==> src/rtl/project_types.sv <==
// Shared types and helpers for the MEM-stage load/store unit.
package project_types;

    // Memory operation encoding carried on req_op.
    typedef enum logic [3:0] {
        OpLb,
        OpLbu,
        OpLh,
        OpLhu,
        OpLw,
        OpLwu,
        OpLd,
        OpSb,
        OpSh,
        OpSw,
        OpSd
    } mem_op_t;

    // Fault causes reported on exc_code.
    typedef enum logic [1:0] {
        ExcAdel,
        ExcAdes,
        ExcBuserr,
        ExcTimeout
    } exc_code_t;

    typedef enum logic [1:0] {
        StIdle,
        StBus,
        StResp
    } lsu_state_t;

    function automatic logic is_load(mem_op_t op);
        case (op)
            OpLb, OpLbu, OpLh, OpLhu, OpLw, OpLwu, OpLd: return 1'b1;
            default:                                     return 1'b0;
        endcase
    endfunction

    function automatic logic is_signed(mem_op_t op);
        case (op)
            OpLb, OpLh, OpLw, OpLd: return 1'b1;
            default:                return 1'b0;
        endcase
    endfunction

    // Access size in bytes; 0 marks an undefined encoding.
    function automatic logic [3:0] access_bytes(mem_op_t op);
        case (op)
            OpLb, OpLbu, OpSb: return 4'd1;
            OpLh, OpLhu, OpSh: return 4'd2;
            OpLw, OpLwu, OpSw: return 4'd4;
            OpLd, OpSd:        return 4'd8;
            default:           return 4'd0;
        endcase
    endfunction

endpackage

==> src/rtl/mem_lane_align.sv <==
// Combinational byte-lane logic: lane enables, alignment/legality check,
// store data replication and load extraction with sign/zero extension.
module mem_lane_align
    import project_types::*;
#(
    parameter int unsigned DATA_W = 32
) (
    input  logic [3:0]          op_i,
    input  logic [2:0]          addr_i,
    input  logic [DATA_W-1:0]   wdata_i,
    input  logic [DATA_W-1:0]   rdata_i,
    output logic [DATA_W/8-1:0] sel_o,
    output logic                fault_o,
    output logic [DATA_W-1:0]   wdata_o,
    output logic [DATA_W-1:0]   rdata_o
);

    localparam int unsigned SelW  = DATA_W / 8;
    localparam int unsigned LaneW = $clog2(SelW);

    mem_op_t           op;
    logic [3:0]        bytes;
    logic [LaneW-1:0]  lane;
    logic [DATA_W-1:0] shifted;

    assign op      = mem_op_t'(op_i);
    assign bytes   = access_bytes(op);
    assign lane    = addr_i[LaneW-1:0];
    // Move the addressed lane down to bit 0 before extension.
    assign shifted = rdata_i >> {lane, 3'b000};

    // Lane enables and misalignment / unsupported-op detection.
    always_comb begin
        sel_o   = '0;
        fault_o = 1'b0;
        case (bytes)
            4'd1: sel_o = SelW'(1) << lane;
            4'd2: begin
                sel_o   = SelW'(2'b11) << lane;
                fault_o = addr_i[0];
            end
            4'd4: begin
                sel_o   = SelW'(4'hF) << lane;
                fault_o = |addr_i[1:0];
            end
            4'd8: begin
                sel_o   = '1;
                fault_o = |addr_i[2:0];
            end
            default: fault_o = 1'b1;
        endcase
        // A 32-bit datapath has no dword ops and no distinct LWU.
        if (DATA_W == 32 && (op == OpLd || op == OpSd || op == OpLwu)) begin
            fault_o = 1'b1;
        end
    end

    // Replicate the low store bytes across every lane.
    always_comb begin
        case (bytes)
            4'd1:    wdata_o = {SelW{wdata_i[7:0]}};
            4'd2:    wdata_o = {(SelW / 2){wdata_i[15:0]}};
            4'd4:    wdata_o = {(SelW / 4){wdata_i[31:0]}};
            default: wdata_o = wdata_i;
        endcase
    end

    // Extract the selected lane and extend to full width.
    always_comb begin
        rdata_o = '0;
        case (bytes)
            4'd1: begin
                if (is_signed(op)) rdata_o = DATA_W'($signed(shifted[7:0]));
                else               rdata_o = DATA_W'(shifted[7:0]);
            end
            4'd2: begin
                if (is_signed(op)) rdata_o = DATA_W'($signed(shifted[15:0]));
                else               rdata_o = DATA_W'(shifted[15:0]);
            end
            4'd4: begin
                if (is_signed(op)) rdata_o = DATA_W'($signed(shifted[31:0]));
                else               rdata_o = DATA_W'(shifted[31:0]);
            end
            4'd8:    rdata_o = shifted;
            default: rdata_o = '0;
        endcase
    end

endmodule

==> src/rtl/mem_lsu.sv <==
// Multi-cycle MEM-stage load/store unit with a req/ack data bus.
// Optional bus timeout enabled by defining MEM_TIMEOUT_EN.
module mem_lsu
    import project_types::*;
#(
    parameter int unsigned ADDR_W         = 32,
    parameter int unsigned DATA_W         = 32,
    parameter int unsigned TIMEOUT_CYCLES = 255
) (
    input  logic                clk,
    input  logic                rst,
    input  logic                req_valid,
    output logic                req_ready,
    input  logic [3:0]          req_op,
    input  logic [ADDR_W-1:0]   req_addr,
    input  logic [DATA_W-1:0]   req_wdata,
    input  logic [4:0]          req_rd,
    output logic                stall_o,
    output logic                resp_valid,
    output logic                resp_we,
    output logic [4:0]          resp_rd,
    output logic [DATA_W-1:0]   resp_data,
    output logic                exc_valid,
    output logic [1:0]          exc_code,
    output logic [ADDR_W-1:0]   exc_addr,
    output logic                bus_req,
    output logic                bus_we,
    output logic [DATA_W/8-1:0] bus_sel,
    output logic [ADDR_W-1:0]   bus_addr,
    output logic [DATA_W-1:0]   bus_wdata,
    input  logic                bus_ack,
    input  logic                bus_err,
    input  logic [DATA_W-1:0]   bus_rdata
);

    localparam int unsigned SEL_W = DATA_W / 8;
    localparam int unsigned LaneW = $clog2(SEL_W);

    lsu_state_t        st_q, st_d;
    mem_op_t           op_q, op_d;
    logic [ADDR_W-1:0] addr_q, addr_d;
    logic [4:0]        rd_q, rd_d;

    logic              req_ready_q, req_ready_d;
    logic              stall_q, stall_d;
    logic              resp_valid_q, resp_valid_d;
    logic              resp_we_q, resp_we_d;
    logic [4:0]        resp_rd_q, resp_rd_d;
    logic [DATA_W-1:0] resp_data_q, resp_data_d;
    logic              exc_valid_q, exc_valid_d;
    exc_code_t         exc_code_q, exc_code_d;
    logic [ADDR_W-1:0] exc_addr_q, exc_addr_d;
    logic              bus_req_q, bus_req_d;
    logic              bus_we_q, bus_we_d;
    logic [SEL_W-1:0]  bus_sel_q, bus_sel_d;
    logic [ADDR_W-1:0] bus_addr_q, bus_addr_d;
    logic [DATA_W-1:0] bus_wdata_q, bus_wdata_d;

`ifdef MEM_TIMEOUT_EN
    localparam int unsigned ToRawW = $clog2(TIMEOUT_CYCLES + 1);
    localparam int unsigned ToW    = (ToRawW < 8) ? 8 : ((ToRawW > 16) ? 16 : ToRawW);
    logic [ToW-1:0] to_cnt_q, to_cnt_d;
`else
    logic unused_timeout;
    assign unused_timeout = ^TIMEOUT_CYCLES;
`endif

    mem_op_t           req_op_e;
    logic              idle;
    logic [3:0]        al_op;
    logic [2:0]        al_addr;
    logic [SEL_W-1:0]  al_sel;
    logic              al_fault;
    logic [DATA_W-1:0] al_wdata;
    logic [DATA_W-1:0] al_rdata;

    assign req_op_e = mem_op_t'(req_op);
    assign idle     = (st_q == StIdle);
    // In IDLE the lane logic decodes the incoming op; afterwards the latched one.
    assign al_op    = idle ? req_op : op_q;
    assign al_addr  = idle ? req_addr[2:0] : addr_q[2:0];

    mem_lane_align #(
        .DATA_W (DATA_W)
    ) u_lane_align (
        .op_i    (al_op),
        .addr_i  (al_addr),
        .wdata_i (req_wdata),
        .rdata_i (bus_rdata),
        .sel_o   (al_sel),
        .fault_o (al_fault),
        .wdata_o (al_wdata),
        .rdata_o (al_rdata)
    );

    // Next-state and registered-output computation.
    always_comb begin
        st_d         = st_q;
        op_d         = op_q;
        addr_d       = addr_q;
        rd_d         = rd_q;
        resp_valid_d = 1'b0;
        resp_we_d    = 1'b0;
        resp_rd_d    = resp_rd_q;
        resp_data_d  = '0;
        exc_valid_d  = 1'b0;
        exc_code_d   = exc_code_q;
        exc_addr_d   = exc_addr_q;
        bus_req_d    = bus_req_q;
        bus_we_d     = bus_we_q;
        bus_sel_d    = bus_sel_q;
        bus_addr_d   = bus_addr_q;
        bus_wdata_d  = bus_wdata_q;
`ifdef MEM_TIMEOUT_EN
        to_cnt_d     = to_cnt_q;
`endif

        unique case (st_q)
            StIdle: begin
                if (req_valid) begin
                    op_d   = req_op_e;
                    addr_d = req_addr;
                    rd_d   = req_rd;
                    if (al_fault) begin
                        exc_valid_d = 1'b1;
                        exc_code_d  = is_load(req_op_e) ? ExcAdel : ExcAdes;
                        exc_addr_d  = req_addr;
                    end else begin
                        st_d        = StBus;
                        bus_req_d   = 1'b1;
                        bus_we_d    = ~is_load(req_op_e);
                        bus_sel_d   = al_sel;
                        bus_addr_d  = {req_addr[ADDR_W-1:LaneW], {LaneW{1'b0}}};
                        bus_wdata_d = al_wdata;
`ifdef MEM_TIMEOUT_EN
                        to_cnt_d    = '0;
`endif
                    end
                end
            end
            StBus: begin
                if (bus_err) begin
                    st_d        = StIdle;
                    bus_req_d   = 1'b0;
                    exc_valid_d = 1'b1;
                    exc_code_d  = ExcBuserr;
                    exc_addr_d  = addr_q;
                end else if (bus_ack) begin
                    st_d         = StResp;
                    bus_req_d    = 1'b0;
                    resp_valid_d = 1'b1;
                    resp_we_d    = is_load(op_q);
                    resp_rd_d    = rd_q;
                    resp_data_d  = is_load(op_q) ? al_rdata : '0;
`ifdef MEM_TIMEOUT_EN
                end else if (to_cnt_q == ToW'(TIMEOUT_CYCLES - 1)) begin
                    st_d        = StIdle;
                    bus_req_d   = 1'b0;
                    exc_valid_d = 1'b1;
                    exc_code_d  = ExcTimeout;
                    exc_addr_d  = addr_q;
                end else begin
                    to_cnt_d = to_cnt_q + 1'b1;
`endif
                end
            end
            StResp: st_d = StIdle;
            default: st_d = StIdle;
        endcase

        req_ready_d = (st_d == StIdle);
        // Stall covers the whole op, including the resp/exc cycle itself.
        stall_d     = (st_d != StIdle) || exc_valid_d;
    end

    // State, latched request and output registers with synchronous reset.
    always_ff @(posedge clk) begin
        if (rst) begin
            st_q         <= StIdle;
            op_q         <= OpLb;
            addr_q       <= '0;
            rd_q         <= '0;
            req_ready_q  <= 1'b1;
            stall_q      <= 1'b0;
            resp_valid_q <= 1'b0;
            resp_we_q    <= 1'b0;
            resp_rd_q    <= '0;
            resp_data_q  <= '0;
            exc_valid_q  <= 1'b0;
            exc_code_q   <= ExcAdel;
            exc_addr_q   <= '0;
            bus_req_q    <= 1'b0;
            bus_we_q     <= 1'b0;
            bus_sel_q    <= '0;
            bus_addr_q   <= '0;
            bus_wdata_q  <= '0;
`ifdef MEM_TIMEOUT_EN
            to_cnt_q     <= '0;
`endif
        end else begin
            st_q         <= st_d;
            op_q         <= op_d;
            addr_q       <= addr_d;
            rd_q         <= rd_d;
            req_ready_q  <= req_ready_d;
            stall_q      <= stall_d;
            resp_valid_q <= resp_valid_d;
            resp_we_q    <= resp_we_d;
            resp_rd_q    <= resp_rd_d;
            resp_data_q  <= resp_data_d;
            exc_valid_q  <= exc_valid_d;
            exc_code_q   <= exc_code_d;
            exc_addr_q   <= exc_addr_d;
            bus_req_q    <= bus_req_d;
            bus_we_q     <= bus_we_d;
            bus_sel_q    <= bus_sel_d;
            bus_addr_q   <= bus_addr_d;
            bus_wdata_q  <= bus_wdata_d;
`ifdef MEM_TIMEOUT_EN
            to_cnt_q     <= to_cnt_d;
`endif
        end
    end

    assign req_ready  = req_ready_q;
    assign stall_o    = stall_q;
    assign resp_valid = resp_valid_q;
    assign resp_we    = resp_we_q;
    assign resp_rd    = resp_rd_q;
    assign resp_data  = resp_data_q;
    assign exc_valid  = exc_valid_q;
    assign exc_code   = exc_code_q;
    assign exc_addr   = exc_addr_q;
    assign bus_req    = bus_req_q;
    assign bus_we     = bus_we_q;
    assign bus_sel    = bus_sel_q;
    assign bus_addr   = bus_addr_q;
    assign bus_wdata  = bus_wdata_q;

endmodule

==> config.mk <==
export PLATFORM = sky130hd
export DESIGN_NAME = mem_lsu
export DESIGN_NICKNAME = d
export VERILOG_FILES = /design/src/rtl/project_types.sv /design/src/rtl/mem_lane_align.sv /design/src/rtl/mem_lsu.sv
export SDC_FILE = /design/constraint.sdc
export NUM_CORES = 1
export LEC_CHECK = 0
export BUFFER_PORTS_ARGS = -buffer_cell sky130_fd_sc_hd__buf_4
export CELL_PAD_IN_SITES_DETAIL_PLACEMENT = 1
export CELL_PAD_IN_SITES_GLOBAL_PLACEMENT = 2
export CORE_MARGIN = 2
export CORE_UTILIZATION = 33
export CTS_BUF_LIST = sky130_fd_sc_hd__clkbuf_8
export CTS_CLUSTER_SIZE = 28
export DETAILED_ROUTE_END_ITERATION = 6
export GPL_TIMING_DRIVEN = 0
export HOLD_SLACK_MARGIN = 0.1
export PLACE_DENSITY_LB_ADDON = 0.08
export SLEW_MARGIN = 15
export SYNTH_ARGS = -nofsm -noshare
export SYNTH_HDL_FRONTEND = slang
export SYNTH_SLANG_ARGS = --single-unit
==> constraint.sdc <==
create_clock -name clk -period 6.11 [get_ports clk]
set_input_delay 0.3055 -clock clk [delete_from_list [all_inputs] [get_ports clk]]
set_output_delay 0.3055 -clock clk [all_outputs]
set_load 0.01 [all_outputs]
==> results of run 1 <==
==> per-stage QoR <==
step / hold WS (ps) / total power, µW / instance area, µm² / utilization (%) / cells
after floorplan: 416 / 1910 / 8340 / - / 982
after global routing: 109 / 3310 / 11500 / 46.0 / 1639
after global placement: 443 / 2290 / 10600 / 42.5 / 1561
after detailed placement: 448 / 2310 / 10600 / 42.5 / 1561
final: 124 / 3140 / 11500 / 46.0 / 1639
after CTS: 101 / 3170 / 11500 / 46.0 / 1639
==> critical path: cells and delay by family, from the launching register on <==
family,cells,cell delay (ps)
buf+inv,2,490
simple gates,2,630
flops,1,420
mux,1,620
compound gates,3,610
==> metal layers <==
layer  up-vias  routed length, µm  track usage, %
met5         -                  0               0
met4         0                405            5.15
met3        26               1690            4.76
met2       206              16000            42.1
met1      4198              15000            33.1
li1       4161                  -               -
==> cell usage after synthesis, types with 2 or more instances <==
library cell / instances
mux2_2: 3
o211ai_1: 2
a311oi_2: 2
and3_1: 9
a311oi_1: 39
nor4_1: 2
o21ai_0: 50
a211oi_1: 41
mux2i_1: 35
nand3_1: 40
a21o_1: 9
a21oi_1: 106
o21ai_1: 6
inv_1: 4
o31ai_1: 14
buf_2: 27
a211o_1: 2
nor3_1: 22
dfxtp_1: 187
nor2b_1: 3
a31oi_1: 5
buf_1: 9
buf_6: 6
or3b_1: 3
or4_1: 3
and2_1: 7
a22oi_1: 2
a211oi_2: 10
nand2_1: 201
a222oi_1: 8
nor2_1: 20
nand2b_1: 3
o2bb2ai_1: 7
nand4_1: 2
clkbuf_1: 49
or3_1: 3
buf_4: 11
==> registers in the layout, summed over array words and instances (netlist names) <==
| signal | flops |
|---|---|
| resp_rd | 5 |
| exc_valid | 1 |
| req_ready | 1 |
| op_q | 4 |
| exc_addr | 32 |
| stall_o | 1 |
| bus_wdata | 32 |
| rd_q | 5 |
| addr_q | 32 |
| bus_addr | 30 |
| bus_sel | 4 |
| exc_code | 2 |
| resp_data | 32 |
| resp_we | 1 |
| resp_valid | 1 |
| st_q | 2 |
| bus_we | 1 |
| bus_req | 1 |
==> path summary, 6_finish.rpt <==
| check | cells past startpoint | endpoint | slack [ps] | startpoint |
|---|---|---|---|---|
| max | 8 | bus_wdata[7]$_SDFFE_PP0P_ | 3250 | st_q[0]$_SDFF_PP0_ |
| min | 3 | bus_wdata[11]$_SDFFE_PP0P_ | 120 | req_wdata[11] |
| max reg2reg | 8 | bus_wdata[7]$_SDFFE_PP0P_ | 3250 | st_q[0]$_SDFF_PP0_ |
| min reg2reg | 2 | exc_code[0]$_SDFFE_PP0P_ | 460 | exc_code[0]$_SDFFE_PP0P_ |
==> where the power goes <==
| group | internal (µW) | total, µW | switching [µW] | leakage, µW |
|---|---|---|---|---|
| registers | 1330 | 1400 | 67.0 | 0.00153 |
| logic | 392 | 904 | 512 | 0.00313 |
| clock network | 306 | 842 | 536 | 0.000195 |
==> cells by family after synthesis <==
group | after synthesis
and+or+nand+nor | 330
AOI/OAI and AO/OA | 314
DFF | 187
buffers and inverters | 107
muxes | 40
xor gates and xnor gates | 2
other | 1
==> timing repair <==
action	4_1_cts	5_1_grt
endpoints found under the setup margin	0	0
buffers inserted	0	0
hold endpoints to repair	94	0
hold buffers	46	0
==> area by class of cell <==
cell class | instances | area, µm² | share of cell area (%)
multi-input combinational | 688 | 4060 | 35.4
inverter | 4 | 15.0 | 0.131
buffer | 103 | 518 | 4.52
clock buffer | 17 | 234 | 2.04
sequential | 187 | 3740 | 32.6
timing repair buffer | 295 | 2330 | 20.3
clock inverter | 15 | 156 | 1.36
tap | 330 | 413 | 3.60
==> results.cfg, run 1 <==
[run_status]
outcome = finished, final reports clean

[synth]
yosysUniqueCellTypes = 66
syn-cell-area_mm2 = 0.00834
synth_cells = 981
ys_seq_elements = 187
ys_async_sr_fraction_pct = 0
synth_top_family_by_area = compound AO/OA/AOI/OAI gates
synthSimpleGateAreaFrac_pct = 18.0
synth-edff-count = 0
muxShareOfSynthArea_pct = 4.92
synth_warnings = 0
synth_area_leaders = dfxtp_1 45%, nand2_1 9.1%, a21oi_1 6.4%, mux2i_1 4.2%, a311oi_1 4.1%
yosysTopAreaCellShare_pct = 44.9
synthAdderAreaFrac_pct = 0
synth_compound_area_share_pct = 25.5
ys.flop_type = dfxtp_1
syn_area_per_cell_um2 = 8.50
synth_xor_area_share_pct = 0.210
ys_seq_area_share_pct = 44.9
yosys.area.top_type = dfxtp_1

[clock_network]
cts_resized = 0
tritoncts = done
root_buffer = clkbuf_8
clk_latency_ps = 490
clkSinkCount = 187
htreeDepth = 4
cts.path.max_buffers = 2
cts_buffers = 17
clk_pin_slew_ps = 110

[timing]
finalSetupTns_ps = 0
max_freq_mhz = 350
rsz0062_at_grt = no
finalWorstSetupSlack_ps = 3250
skew_ps = 29.2
layout_min_cycle_time_ps = 2860
relSlewSlack_pct = 40.9
hold_viol = 0
slew_viol_final = 0
setup_viol = 0
period_share_pct = 46.8
tightest_slew_ps = 886

[final_layout]
mostFrequentLayoutCells = 260 x buf_4, 201 x nand2_1, 187 x dfxtp_1
fillCellCount = 3021
drive_gt1_share_pct = 26.9
layout.nets = 1406
layout_commonest_cell = buf_4
areaGrowthSynthToFinish_pct = 37.6
num_antenna_cells = 0

[power_and_ir_drop]
p_leak_uw = 0.00485
power.density_mw_per_mm2 = 274
irDropWorstVdd_mv = 0.128

[worst_setup_path]
cp-start-kind = flop
cp.required_ps = 6510
cp_max_fo = 10
critical-path-max-stage-delay_ps = 620
arrival_ps = 3260
crit_chain = nor2_2 > mux2i_1 > o21a_1 > and2_1 > buf_4 > buf_2 > o21ai_0 > a21oi_1
crit_type = reg2reg
crit_path_end_kind = flop
crit_path_top_delay_cell = mux2i_1

[drt]
avgViaCountPerCell = 5.24
wirelength_um = 33200
final_antenna_net_count = 0
wl_per_cell_um = 20.2
drcViolationCount = 0
via_count = 8591
drt_iter0_markers = 599
first_pass_iters = 5

[global_route]
grt_pass1_wl_um = 51200
grt_max_degree = 20
grt-ovfl-total = 0
grtUsageTotal_pct = 24.9
grt_pass1_vias = 8812
antenna_found_initial = 0

[placement]
preCtsSetupSlack_ps = 3270
portBuffers = 249
gp_congestion = 0.810
dp_hpwl_um = 24200

[floorplan]
die_h_um = 163
die_w_um = 163
start_util_pct = 33.4
core-area_mm2 = 0.0250
std_cell_rows = 58
die_area_mm2 = 0.0265
ios = 256

[flow_run]
drv_cap = 0

[hold_path]
hold_path_class = in2reg
Note: power is estimated with default switching activity, not from simulation.
==> run 2: changes to the inputs <==
CORE_UTILIZATION = 30   (was 33)
clock period = 2.9 ns   (was 6.11 ns; I/O delays follow)
==> results.cfg, run 2 (synthesized netlist as in run 1, its figures left out) <==
[timing]
finalSetupTns_ps = 0
setup_viol = 0
hold_viol = 0
skew_ps = 27.8
tightest_slew_ps = 969
max_freq_mhz = 361
period_share_pct = 95.6
slew_viol_final = 0
relSlewSlack_pct = 35.4
rsz0062_at_grt = no
layout_min_cycle_time_ps = 2770

[floorplan]
die_area_mm2 = 0.0291
core-area_mm2 = 0.0276
ios = 256
start_util_pct = 30.3
die_w_um = 171
std_cell_rows = 61
die_h_um = 171

[worst_setup_path]
critical_path.startpoint = st_q[0]$_SDFF_PP0_
crit_path_end_kind = flop
cp_max_fo = 10
cp-start-kind = flop
r2r_start = st_q[0]$_SDFF_PP0_
crit_type = reg2reg
cp.required_ps = 3240
arrival_ps = 3110

[drt]
final_antenna_net_count = 0
drt_iter0_markers = 501
drcViolationCount = 0
wirelength_um = 35100
wl_per_cell_um = 20.1
first_pass_iters = 5
avgViaCountPerCell = 5.07
via_count = 8865

[placement]
portBuffers = 249
gp_congestion = 0.798
dp_hpwl_um = 24900
dpl_cell_area_mm2 = 0.0107

[flow_run]
drv_cap = 0

[clock_network]
cts.path.max_buffers = 2
clk_latency_ps = 490
tritoncts = done
cts_buffers = 17
clk_pin_slew_ps = 110
htreeDepth = 4
root_buffer = clkbuf_8
cts_setup_buffers = 0
clkSinkCount = 187

[final_layout]
drive_gt1_share_pct = 26.0
mostFrequentLayoutCells = 260 x buf_4, 201 x nand2_1, 186 x dfxtp_1
areaGrowthSynthToFinish_pct = 45.9
stdcell_area_mm2 = 0.0122
fillCellCount = 3271
layout.nets = 1465
layout_commonest_cell = buf_4

[global_route]
grt_pass1_wl_um = 53700
grt-ovfl-total = 0
grt-busiest-layer = met2
antenna_found_initial = 0
use_met3_pct = 4.02
grtUsageMet2_pct = 41.6
grt_max_degree = 20
met1_usage_pct = 31.3
grtUsageTotal_pct = 24.0
grt_pass1_vias = 9152

[run_status]
outcome = finished, final reports clean

[hold_path]
min_from = bus_rdata[9]
hold_path_class = in2reg

[power_and_ir_drop]
p_leak_uw = 0.00512
power.density_mw_per_mm2 = 559
irDropWorstVdd_mv = 0.216
-- run 2: cell types whose count changed in the layout (fill, tap and decap cells not counted), sizes merged --
cell	before	now
bufinv	0	1
inv	12	13
dlygate4sd3	46	106
clkinvlp	2	0
clkbuf	66	65
diode	0	1
-- run 2: per-layer routing --
layer | part of all wire (%) | wire [µm] | vias to the layer above
met2 | 49 | 17200 | 189
met5 | 0 | 0 | -
li1 | - | - | 4290
met4 | 0.95 | 333 | 0
met3 | 4.0 | 1390 | 22
met1 | 46 | 16100 | 4364
-- run 2: final timing paths --
check                             to  slack [ps]  depth (start not counted)
min reg2reg   addr_q[4]$_SDFFE_PP0P_         460                          2
max          resp_data[0]$_SDFF_PP0_         130                          7
min          resp_data[9]$_SDFF_PP0_         160                          5
max reg2reg  resp_data[0]$_SDFF_PP0_         130                          7
-- run 2: layout make-up --
| type | count | area, µm² | share of cell area [%] |
|---|---|---|---|
| clock buffer | 17 | 234 | 1.92 |
| sequential | 187 | 3740 | 30.8 |
| inverter | 4 | 15.0 | 0.123 |
| multi-input combinational | 688 | 4070 | 33.5 |
| clock inverter | 15 | 180 | 1.48 |
| tap | 378 | 473 | 3.89 |
| buffer | 102 | 514 | 4.23 |
| antenna | 1 | 2.50 | 0.0206 |
| timing repair buffer | 355 | 2930 | 24.1 |
-- run 2: repair_timing --
| action | CTS | global route |
|---|---|---|
| endpoints found under the hold margin | 170 | 0 |
| gates resized for setup | 0 | 3 |
| hold buffers | 106 | 0 |
| setup endpoints to repair | 0 | 71 |
-- run 2: per-stage QoR --
| step | cells | total power [µW] | setup WS (ps) | hold slack [ps] | util [%] |
|---|---|---|---|---|---|
| floorplan | 982 | 4030 | 804 | 255 | - |
| global placement | 1609 | 4850 | 52.9 | 363 | 38.8 |
| detailed placement | 1609 | 4870 | 55.2 | 376 | 38.8 |
| CTS | 1747 | 6860 | 31.0 | 126 | 44.1 |
| global route | 1746 | 7170 | 9.79 | 174 | 44.1 |
| finish | 1747 | 6800 | 127 | 165 | 44.1 |
-- run 2: critical path, stage by stage (launching register included) --
cell and delay [ps]:
dfxtp_1 410, nor2_2 310, buf_6 210, mux2i_1 420, clkbuf_1 450, and3_1 230, dlygate4sd3_1 550, a211oi_1 50
-- run 2: power by group --
part	leakage, µW	switching (µW)	internal (µW)
Clock	0.000213	1120	735
Sequential	0.00153	144	2800
Combinational	0.00338	1110	888
